`config.mk`:
```
export PLATFORM = sky130hd
export DESIGN_NAME = link_tx_arbiter
export DESIGN_NICKNAME = d
export VERILOG_FILES = /design/src/rtl/link_pkg.sv /design/src/rtl/ack_sync.sv /design/src/rtl/link_tx_arbiter.sv
export SDC_FILE = /design/constraint.sdc
export NUM_CORES = 1
export LEC_CHECK = 0
export BUFFER_PORTS_ARGS = -buffer_cell sky130_fd_sc_hd__buf_4
export CAP_MARGIN = 20
export CORE_MARGIN = 2
export CORE_UTILIZATION = 35
export CTS_BUF_LIST = sky130_fd_sc_hd__clkbuf_4
export DETAILED_ROUTE_END_ITERATION = 6
export SLEW_MARGIN = 10
export SYNTH_ARGS = -nofsm -noshare
export SYNTH_HDL_FRONTEND = slang
export SYNTH_HIERARCHICAL = 1
export SYNTH_SLANG_ARGS = --single-unit
```
`constraint.sdc`:
```
create_clock -name clk -period 3.5 [get_ports clk]
set_clock_uncertainty 0.1 [all_clocks]
set_input_delay 1.05 -clock clk [delete_from_list [all_inputs] [get_ports clk]]
set_output_delay 1.05 -clock clk [all_outputs]
set_load 0.03 [all_outputs]
```
`src/rtl/link_pkg.sv`:
```
// rtl/link_pkg.sv - shared link types, encoding constants and transmitter states
package link_pkg;

    typedef logic [1:0] multi_rail_bit;

    localparam logic [15:0] ENC_TP = "TP";
    localparam logic [15:0] ENC_FP = "FP";

    localparam multi_rail_bit RAIL_ONE    = 2'b10;
    localparam multi_rail_bit RAIL_ZERO   = 2'b01;
    localparam multi_rail_bit RAIL_SPACER = 2'b00;

    typedef enum logic [2:0] {
        ST_IDLE,
        ST_SEND,
        ST_WAIT_SET,
        ST_SPACER,
        ST_WAIT_CLR
    } state_t;

endpackage

```
`src/rtl/ack_sync.sv`:
```
// rtl/ack_sync.sv - two-flop synchronizer for an asynchronous acknowledge
module ack_sync (
    input  logic clk,
    input  logic rst,
    input  logic async_in,
    output logic sync_out
);

    logic meta_q, meta_d;
    logic sync_q, sync_d;

    always_comb begin
        meta_d = async_in;
        sync_d = meta_q;
    end

    always_ff @(posedge clk or posedge rst) begin
        if (rst) begin
            meta_q <= 1'b0;
            sync_q <= 1'b0;
        end else begin
            meta_q <= meta_d;
            sync_q <= sync_d;
        end
    end

    assign sync_out = sync_q;

endmodule

```
`src/rtl/link_tx_arbiter.sv`:
```
// rtl/link_tx_arbiter.sv - round-robin requester arbiter serializing words onto a multi-rail link
module link_tx_arbiter
    import link_pkg::*;
#(
    parameter logic [15:0] ENC     = ENC_TP,
    parameter int          NUM_REQ = 4,
    parameter int          DATA_W  = 8
) (
    input  logic                       clk,
    input  logic                       rst,
    input  logic [NUM_REQ-1:0]         req_valid,
    input  logic [NUM_REQ*DATA_W-1:0]  req_data,
    output logic [NUM_REQ-1:0]         req_ready,
    output multi_rail_bit              tx_data,
    input  logic                       tx_ack,
    output logic                       busy,
    output logic [$clog2(NUM_REQ)-1:0] grant_id
);

    localparam int              GW       = $clog2(NUM_REQ);
    localparam int              CW       = (DATA_W > 1) ? $clog2(DATA_W) : 1;
    localparam bit              IS_FP    = (ENC == ENC_FP);
    localparam logic [CW-1:0]   LAST_BIT = CW'(DATA_W - 1);
    localparam logic [GW-1:0]   LAST_REQ = GW'(NUM_REQ - 1);

    state_t              state_q, state_d;
    logic [DATA_W-1:0]   shift_q, shift_d;
    logic [CW-1:0]       bit_cnt_q, bit_cnt_d;
    multi_rail_bit       tx_q, tx_d;
    logic                exp_ack_q, exp_ack_d;
    logic                busy_q, busy_d;
    logic [GW-1:0]       grant_q, grant_d;
    logic [GW-1:0]       last_q, last_d;

    logic                ack_s;
    logic                pick_found;
    logic [GW-1:0]       pick_idx;
    logic [GW-1:0]       cand;
    logic                token_done;
    logic                last_token;
    multi_rail_bit       rail_bit;

    ack_sync u_ack_sync (
        .clk      (clk),
        .rst      (rst),
        .async_in (tx_ack),
        .sync_out (ack_s)
    );

    // Search starts one past the last winner so every requester gets a turn.
    always_comb begin
        pick_found = 1'b0;
        pick_idx   = '0;
        cand       = '0;
        for (int k = 1; k <= NUM_REQ; k++) begin
            cand = GW'((int'(last_q) + k) % NUM_REQ);
            if (!pick_found && req_valid[cand]) begin
                pick_found = 1'b1;
                pick_idx   = cand;
            end
        end
    end

    assign rail_bit   = shift_q[0] ? RAIL_ONE : RAIL_ZERO;
    assign last_token = (bit_cnt_q == LAST_BIT);
    assign token_done = (!IS_FP && state_q == ST_WAIT_SET && ack_s == exp_ack_q)
                     || (state_q == ST_WAIT_CLR && !ack_s);

    always_ff @(posedge clk or posedge rst) begin
        if (rst) begin
            state_q <= ST_IDLE;
        end else begin
            state_q <= state_d;
        end
    end

    always_comb begin
        state_d = state_q;
        case (state_q)
            ST_IDLE:     if (pick_found) state_d = ST_SEND;
            ST_SEND:     state_d = ST_WAIT_SET;
            ST_WAIT_SET: begin
                if (ack_s == exp_ack_q) begin
                    if (IS_FP)           state_d = ST_SPACER;
                    else if (last_token) state_d = ST_IDLE;
                    else                 state_d = ST_SEND;
                end
            end
            ST_SPACER:   state_d = ST_WAIT_CLR;
            ST_WAIT_CLR: if (!ack_s) state_d = last_token ? ST_IDLE : ST_SEND;
            default:     state_d = ST_IDLE;
        endcase
    end

    always_comb begin
        shift_d   = shift_q;
        bit_cnt_d = bit_cnt_q;
        tx_d      = tx_q;
        exp_ack_d = exp_ack_q;
        busy_d    = busy_q;
        grant_d   = grant_q;
        last_d    = last_q;
        req_ready = '0;
        case (state_q)
            ST_IDLE: begin
                if (pick_found && !rst) begin
                    req_ready[pick_idx] = 1'b1;
                end
                if (pick_found) begin
                    shift_d   = req_data[int'(pick_idx)*DATA_W +: DATA_W];
                    bit_cnt_d = '0;
                    grant_d   = pick_idx;
                    last_d    = pick_idx;
                    busy_d    = 1'b1;
                end
            end
            ST_SEND: begin
                // Two-phase flips one rail so the link parity alternates per token.
                if (IS_FP) begin
                    tx_d      = rail_bit;
                    exp_ack_d = 1'b1;
                end else begin
                    tx_d      = tx_q ^ rail_bit;
                    exp_ack_d = ^(tx_q ^ rail_bit);
                end
            end
            ST_SPACER: tx_d = RAIL_SPACER;
            default: ;
        endcase
        if (token_done) begin
            if (last_token) begin
                busy_d = 1'b0;
            end else begin
                shift_d   = shift_q >> 1;
                bit_cnt_d = bit_cnt_q + 1'b1;
            end
        end
    end

    always_ff @(posedge clk or posedge rst) begin
        if (rst) begin
            shift_q   <= '0;
            bit_cnt_q <= '0;
            tx_q      <= RAIL_SPACER;
            exp_ack_q <= 1'b0;
            busy_q    <= 1'b0;
            grant_q   <= '0;
            last_q    <= LAST_REQ;
        end else begin
            shift_q   <= shift_d;
            bit_cnt_q <= bit_cnt_d;
            tx_q      <= tx_d;
            exp_ack_q <= exp_ack_d;
            busy_q    <= busy_d;
            grant_q   <= grant_d;
            last_q    <= last_d;
        end
    end

    assign tx_data  = tx_q;
    assign busy     = busy_q;
    assign grant_id = grant_q;

endmodule

```
# ---- Word-level counts from Yosys, hierarchy flattened
# Cells that the tools add are included.
dict set report word_totals {
  register_bits 24
  inputBits 39
  out_inout_bits 9
  elab_cells 89
}
dict set report classes {
  n_addsub 5
  magnitude_cmp 6
  eq_ne 9
  n_shift 1
  mux 39
  n_bitwise 1
  reduce_logical 18
}
# operator n
set op_table {}
lappend op_table {{$mux W8} 4}
lappend op_table {{$shiftx A32 B6 Y8} 1}
lappend op_table {{$mux W3} 7}
lappend op_table {{$lt A2 B3 Y1 const B} 5}
lappend op_table {{$pmux W3 S5} 1}
lappend op_table {{$mux W1} 14}
lappend op_table {{$mux W2} 5}
lappend op_table {{$bmux W1 S2} 4}
lappend op_table {{$mux W4} 2}
lappend op_table {{$logic_and A1 B1 Y1} 7}
lappend op_table {{$eq A3 B2 Y1 const B} 2}
lappend op_table {{$eq A3 B3 Y1 const B} 2}
lappend op_table {{$logic_not A1 Y1} 5}
lappend op_table {{$add A2 B1 Y2 const B} 2}
lappend op_table {{$add A2 B2 Y2 const B} 2}
lappend op_table {{$ne A2 B2 Y1 const B} 2}
lappend op_table {{$pmux W2 S2} 1}
lappend op_table {{$add A3 B1 Y3 const B} 1}
lappend op_table {{$eq A3 B1 Y1 const B} 1}
lappend op_table {{$logic_not A3 Y1} 1}
lappend op_table {{$reduce_and A3 Y1} 1}
lappend op_table {{$demux W1 S2} 1}
lappend op_table {{$ge A2 B1 Y1 const B} 1}
lappend op_table {{$ne A2 B1 Y1 const B} 1}
lappend op_table {{6 further kinds} 6}

# ---- Depth between registers and ports, before layout
# Gate-level depths: netlist of run 1.
dict set report depth {
  ltp_word 19
  mapped_depth 8
  mapped_depth_nobuf 7
}

# ---- Modules after synthesis
# The synthesis of run 1 kept the hierarchy.
# mod instances cells_each area_per_inst_um2 seq_area_each_um2
set modules_own_cells {}
lappend modules_own_cells {link_tx_arbiter 1 161 1423.9 553.0}
lappend modules_own_cells {ack_sync 1 3 53.8 50.0}

# ---- Worst setup path before layout of run 1
# No wires, ideal clock.
dict set report synth_timing {
  kind {in2out}
  from {in req_valid[1]}
  to {out req_ready[2]}
  t_arrival_ns 2.538
  required_ns 2.350
  path_slack_ns -0.188
  path_stages 5
  path_buffers 1
  cell_sequence {buf_2 nor2_1 nand2_1 nand2_1 nor4_1}
}
dict set report synth_between {
  elab_chain_len 18
  word_cells_on_any_way 30
  cone_classes {order compare (2); mux (20); reduce/logical (8)}
}
# item line
set synth_rtl {}
lappend synth_rtl {{start, declared} link_tx_arbiter.sv:11} ;# input logic [NUM_REQ-1:0] req_valid,
lappend synth_rtl {{$bmux W1 S2} link_tx_arbiter.sv:57} ;# if (!pick_found && req_valid[cand]) begin
lappend synth_rtl {{$mux W1 (implied by the code)} link_tx_arbiter.sv:57}
lappend synth_rtl {{$mux W1} link_tx_arbiter.sv:57}
lappend synth_rtl {{$logic_not A1 Y1} link_tx_arbiter.sv:57}
lappend synth_rtl {{$logic_and A1 B1 Y1} link_tx_arbiter.sv:57}
lappend synth_rtl {{$mux W1} link_tx_arbiter.sv:57}
lappend synth_rtl {{$logic_not A1 Y1} link_tx_arbiter.sv:57}
lappend synth_rtl {{$logic_and A1 B1 Y1} link_tx_arbiter.sv:57}
lappend synth_rtl {{[... 2 more ...]} -}
lappend synth_rtl {{$logic_and A1 B1 Y1} link_tx_arbiter.sv:57}
lappend synth_rtl {{$mux W2} link_tx_arbiter.sv:57}
lappend synth_rtl {{$lt A2 B3 Y1 (implied by the code) / $ge A2 B1 Y1 (equally long branches)} link_tx_arbiter.sv:107} ;# req_ready[pick_idx] = 1'b1;
lappend synth_rtl {{$logic_and A1 B1 Y1 (implied by the code)} link_tx_arbiter.sv:107}
lappend synth_rtl {{$mux W1 (implied by the code)} link_tx_arbiter.sv:107}
lappend synth_rtl {{$demux W1 S2} link_tx_arbiter.sv:107}
lappend synth_rtl {{$mux W4 *} link_tx_arbiter.sv:106} ;# if (pick_found && !rst) begin
lappend synth_rtl {{$mux W4 *} link_tx_arbiter.sv:104} ;# case (state_q)
lappend synth_rtl {{end, declared} link_tx_arbiter.sv:13} ;# output logic [NUM_REQ-1:0] req_ready,
# Mark *: on every way between the ends. The rest lies on a longest branch, timed or not. The select of a mux whose other input is x is not followed.

# ---- Worst setup path in the final report of run 1
dict set report layout_timing {
  from {in req_valid[1]}
  to {out req_ready[3]}
}
# Same word-level chain as after synthesis.

==> run metrics, run 1 <==
Max-cap violations 0; Max Slew Vio Count 0; Cell Pwr Density 800 nW/µm²; worst slew pin tran 0.513 ns; drt pass-1 iters 5; n_diodes 0; #FFs+latches synth 24; Final min period 3.32 ns; DIE WIDTH 69.0 µm; htree depth 1; Final Cycle Share 94.9%; yosys warns 6; # DRC 0; Min-Delay Path Class reg -> reg; slowest stage delay, CP 0.31 ns; PortBufs 47; Slew HR 65.8%; largest net degree at the start of global routing 23; initial core utilization 36.7%; Via density 5.49; initial antenna violation count 0; Achievable Freq 301 MHz; Final GP Congestion 0.825; Synth top area share 37.3%; Synth Instances 164; DP HPWL 2980 µm; syn_nets 205; post-synthesis sequential area ratio 40.8%; critical setup path kind in -> out; RSZ-0062 raised after global routing false; Critical Path Most Common Cell buf_4; clock-pin transition on the worst setup and hold timing paths 0.14 ns; synth-to-layout area growth 33.4%; # hold bufs at CTS 0; layout cells sized above 1 33.0%; DIE HEIGHT 69.0 µm; CTS Buf Count 3; drt total wl 3860 µm; core area 4030 µm²; initial DRC count 51; largest area contributor in the netlist dfrtp_1; root buf cell clkbuf_4; Post-synth EDFFs 0; num rows 23; Final setup viols 0; Overflow after GRT 0; fill count 388; CTS tree built; CTS max path bufs 2; vias 1,456; startpoint types primary input; Post-CTS Setup Inserts 0; CP max-delay cell nor2_1; first-pass GRT wire length 6230 µm; I/O pins 48; critical-path cell list buf_4 > nor2_1 > a21oi_1 > o22ai_1 > and3_1 > buf_4; status completed; mean area per synthesized cell 9.01 µm²; Synth area leaders dfrtp_1 (37%), o22ai_1 (4.7%), inv_1 (4.6%); Final Hold Fails 0; antenna viol nets, final 0; Synth async-reset ratio 100%; Netlist cell types 43; drt wl/cell 14.6 µm; CP arrival 2.17 ns; post-cts sizing count 0; hold_ws 0.270 ns; Synth Cell Area 1480 µm²; Max FO, Critical Path 12; die area 4760 µm²; clock sink count 24; NumNets Final 257; overall routing resource usage 17.7%; CP endpoint kind output port; worst skew pair latency 0.32 ns; WP data required 2.35 ns; Setup TNS 0 ns; vias in the first global route 1,411; peak supply drop 0.000273 V; Pleak 0.898 nW; Most used DFF post-synth dfrtp_1
[synthesized netlist by cell type, types with 2 or more instances]
master,number
a31oi_1,3
a21o_1,3
buf_2,6
mux2i_1,4
nand2b_1,5
o32a_1,2
a211oi_1,5
o21ai_0,6
xor2_1,2
or3b_2,2
dfrtp_1,22
nor2_1,10
o22ai_1,11
nor2b_1,4
and3_1,3
dfstp_2,2
a21oi_1,13
nand2_1,9
nor3_1,4
a221oi_1,4
a32oi_1,4
ha_1,2
inv_1,18
[through the flow]
step / cells / area, µm² / util, % / power [mW] / setup slack, ns
after floorplan: 164 / 1490 / - / 1.13 / 0.128
after global placement: 261 / 1920 / 47.6 / 1.34 / 0.271
after detailed placement: 261 / 1920 / 47.6 / 1.38 / 0.211
after CTS: 265 / 1970 / 48.9 / 1.58 / 0.211
after global routing: 265 / 1970 / 48.9 / 1.69 / 0.0989
final: 265 / 1970 / 48.9 / 1.58 / 0.179
[final cells by class]
cell class	count	area (µm²)	share of cell area, %
clock buffer	3	22.5	1.14
multi-input combinational	114	772	39.2
inverter	18	67.6	3.43
sequential	24	603	30.6
clock inverter	1	30.0	1.52
timing repair buffer	55	413	21.0
tap	50	62.6	3.17
[final timing paths]
check                      cells past startpoint                            end  slack, ns                         from
setup reg to reg                               8           shift_q[6]$_DFF_PP0_       1.28       bit_cnt_q[0]$_DFF_PP0_
hold reg to reg                                0  u_ack_sync/sync_out$_DFF_PP0_       0.27  u_ack_sync/meta_q$_DFF_PP0_
hold / removal                                 0  u_ack_sync/sync_out$_DFF_PP0_       0.27  u_ack_sync/meta_q$_DFF_PP0_
max in group asynchronous                      3          last_q[0]$_DFFE_PP1P_       2.29                          rst
setup / recovery                               6                   req_ready[3]       0.18                 req_valid[1]
min in group asynchronous                      2  u_ack_sync/sync_out$_DFF_PP0_       0.48                          rst
[layout by cell type, fill, tap and decap left out, drive strengths merged, types with 2 or more instances in the layout]
cell type / n
nor3: 5
dfrtp: 22
a31oi: 3
inv: 18
o22ai: 12
a21oi: 13
clkbuf: 3
o21ai: 8
ha: 2
buf: 55
xor2: 2
nor2: 10
a221oi: 4
a211oi: 6
nand2b: 5
mux2i: 4
or3b: 2
and3: 3
a32oi: 4
o32a: 2
a21o: 3
nor2b: 4
nand2: 9
dfstp: 2
[critical path: cells and delay by family]
family / cells / cell delay, ns
and+or+nand+nor: 2 / 0.50
buffers and inverters: 2 / 0.32
AOI/OAI and AO/OA: 2 / 0.30
[routing by layer]
layer / global-route usage, % / wire (µm) / vias up / part of all wire [%]
met3: 3.41 / 185 / 6 / 4.8
li1: - / - / 708 / -
met1: 22.2 / 1720 / 687 / 45
met4: 5.15 / 46 / 0 / 1.2
met2: 30.9 / 1910 / 55 / 49
met5: 0 / 0 / - / 0
[sequential cells by signal (all words and copies together), names as in the netlist]
register and cells:
state_q 3, exp_ack_q 1, bit_cnt_q 3, tx_data 2, u_ack_sync/sync_out 1, busy 1, shift_q 8, last_q 2
grant_id 2, u_ack_sync/meta_q 1
[power by group]
group          switching [mW]  internal [mW]
Sequential              0.140          0.405
Combinational           0.450          0.378
Clock                  0.0880          0.116
Total                   0.679          0.898
[logic make-up (layout without fill, tap and decap cells)]
logic type	count (synthesis)	count (layout)	synth area share [%]
fa+ha+maj	2	2	1.69
buf+inv	26	77	7.70
compound gates	63	63	30.6
flops	24	24	40.8
simple gates	43	43	15.3
xor+xnor	2	2	1.19
mux	4	4	2.71
(Power assumes the default switching activity.)
==> inputs of run 2 (changes only) <==
- CORE_UTILIZATION: 35 -> 43
- PLACE_DENSITY: default -> 0.69
- SLEW_MARGIN: 10 -> 20
==> run 2 against run 1 <==
Against the previous run: first-iteration DRC count increased by 45%; global-route usage up 3.8 points; hold slack gained 0.0026 ns; critical path depth did not move; non-clock buffer count did not move; worst setup slack better by 0.044 ns; power is 4.7% lower; register-to-register slack lost 0.11 ns; combinational power up 1%; cell count fell by 1.5%; final area fell by 1.6%; sequential power barely moved.
==> run metrics, run 2 (synthesis results as in run 1) <==
drt pass-1 iters 4 (-1); Post-CTS Setup Inserts 0 (unchanged); WP data required 2.35 ns (about the same); Reg with most FFs shift_q; Via density 5.45 (-0.77%); Worst Hold Depth 0 (unchanged); status completed; Final min period 3.28 ns (-0.0443 ns); # hold bufs at CTS 0 (unchanged); CP arrival 2.13 ns (-0.04 ns); CTS Buf Count 3 (unchanged); critical setup path kind in -> out; CP max-delay cell nor2_1; root buf cell clkbuf_4; Final Hold Fails 0 (unchanged); antenna viol nets, final 0 (unchanged); slowest stage delay, CP 0.29 ns (-0.02 ns); Critical Path Most Common Cell buf_4; Pleak 0.885 nW (-1.4%); largest net degree at the start of global routing 23 (unchanged); n_diodes 0 (unchanged); Max-cap violations 0 (unchanged); core area 3310 µm² (-18%); Final Util 58.6% (+9.7 points); DP Area 1910 µm² (-0.26%); CP endpoint kind output port; htree depth 1 (unchanged); num rows 21 (-8.7%); DP HPWL 3180 µm (+6.8%); Power, Total 1.50 mW (-4.7%); Largest register FFs 8 (unchanged); setup slack after layout 0.223 ns (+0.0443 ns); # DRC 0 (unchanged); Final GP Congestion 0.941 (+14%); Min-Delay Path Class reg -> reg; M1 WL 1760 µm (+2.4%); pre-CTS setup slack 0.240 ns (+0.0287 ns); post-route cell area 1940 µm² (-1.6%); initial DRC count 74 (+45%); placed cell count 257 (-1.5%); clock-pin transition on the worst setup and hold timing paths 0.13 ns (about the same); hold_ws 0.273 ns (+0.00258 ns); metal2 WL 2050 µm (+7.6%); RSZ-0062 raised after global routing false; overall routing resource usage 21.6% (+3.8 points); multi-input logic area 772 µm² (unchanged); drt total wl 3980 µm (+3.0%); synth-to-layout area growth 31.2%; drt wl/cell 15.2 µm (+4.6%); fill count 329 (-15%); worst slew pin tran 0.518 ns (+0.00462 ns); Achievable Freq 305 MHz (+1.4%); Overflow after GRT 0 (unchanged); first-pass GRT wire length 6730 µm (+8.1%); I/O pins 48 (unchanged); DR top layer met4; clock sink count 24 (unchanged); NumNets Final 257 (unchanged); most frequent cells in the layout buf_4 (55), dfrtp_1 (22), inv_1 (18); CTS tree built; critical-path cell list buf_4 > nor2_1 > a21oi_1 > o22ai_1 > and3_1 > buf_4; Final Cycle Share 93.6% (-1.3 points); post-cts sizing count 0 (unchanged); Setup TNS 0 ns (unchanged); Cell Pwr Density 775 nW/µm² (-3.1%); initial antenna violation count 0 (unchanged); vias in the first global route 1,484 (+5.2%); Max Slew Vio Count 0 (unchanged); die area 3920 µm² (-18%); commonest non-fill, non-tap cell in the layout buf_4; DIE WIDTH 62.6 µm (-9.2%); largest registers shift_q x8, bit_cnt_q x3, state_q x3; Final setup viols 0 (unchanged); CTS max path bufs 2 (unchanged); startpoint types primary input; Slew HR 65.5% (-0.31 points); peak supply drop 0.000324 V (+19%); worst skew pair latency 0.31 ns (about the same); layout cells sized above 1 32.6% (-0.47 points); Finished Layout Cells 261 (-1.5%); PortBufs 47 (unchanged); met3 wire length 134 µm (-28%); initial core utilization 44.6% (+8.0 points); depth of the most critical reg-to-reg path 8 (unchanged); DIE HEIGHT 62.6 µm (-9.2%); Sequential cell area 603 µm² (unchanged); vias 1,423 (-2.3%); Max FO, Critical Path 12 (unchanged)
run 2: path summary, 6_finish.rpt:
check                                            start                       endpoint  slack [ns]
hold / removal             u_ack_sync/meta_q$_DFF_PP0_  u_ack_sync/sync_out$_DFF_PP0_        0.27
setup / recovery                          req_valid[1]                   req_ready[3]        0.22
setup reg to reg                bit_cnt_q[0]$_DFF_PP0_           shift_q[1]$_DFF_PP0_        1.17
min in group asynchronous                          rst    u_ack_sync/meta_q$_DFF_PP0_        0.51
hold reg to reg            u_ack_sync/meta_q$_DFF_PP0_  u_ack_sync/sync_out$_DFF_PP0_        0.27
max in group asynchronous                          rst          last_q[1]$_DFFE_PP1P_        2.29
run 2: cell type report:
class | count | area share [%]
inverters | 18 | 3.48
well taps | 46 | 2.97
clock buffers | 3 | 1.16
repair buffers | 55 | 21.3
clock inverters | 1 | 0.194
flip-flops and latches | 24 | 31.1
multi-input cells | 114 | 39.8
run 2: metal layers:
metal | global-route usage, % | vias up
li1 | - | 713
met1 | 26.6 | 674
met2 | 39.4 | 34
met3 | 1.26 | 2
met4 | 8.33 | 0
met5 | 0 | -
run 2: critical path: cells and delay by family:
kind,cells,cell delay [ns]
AND/OR/NAND/NOR,2,0.48
AO/OA/AOI/OAI,2,0.29
buffers and inverters,2,0.31
run 2: power breakdown:
part | internal (mW) | total (mW) | switching [mW]
registers | 0.405 | 0.542 | 0.137
clock network | 0.0417 | 0.124 | 0.0826
logic | 0.378 | 0.838 | 0.460
total | 0.824 | 1.50 | 0.680
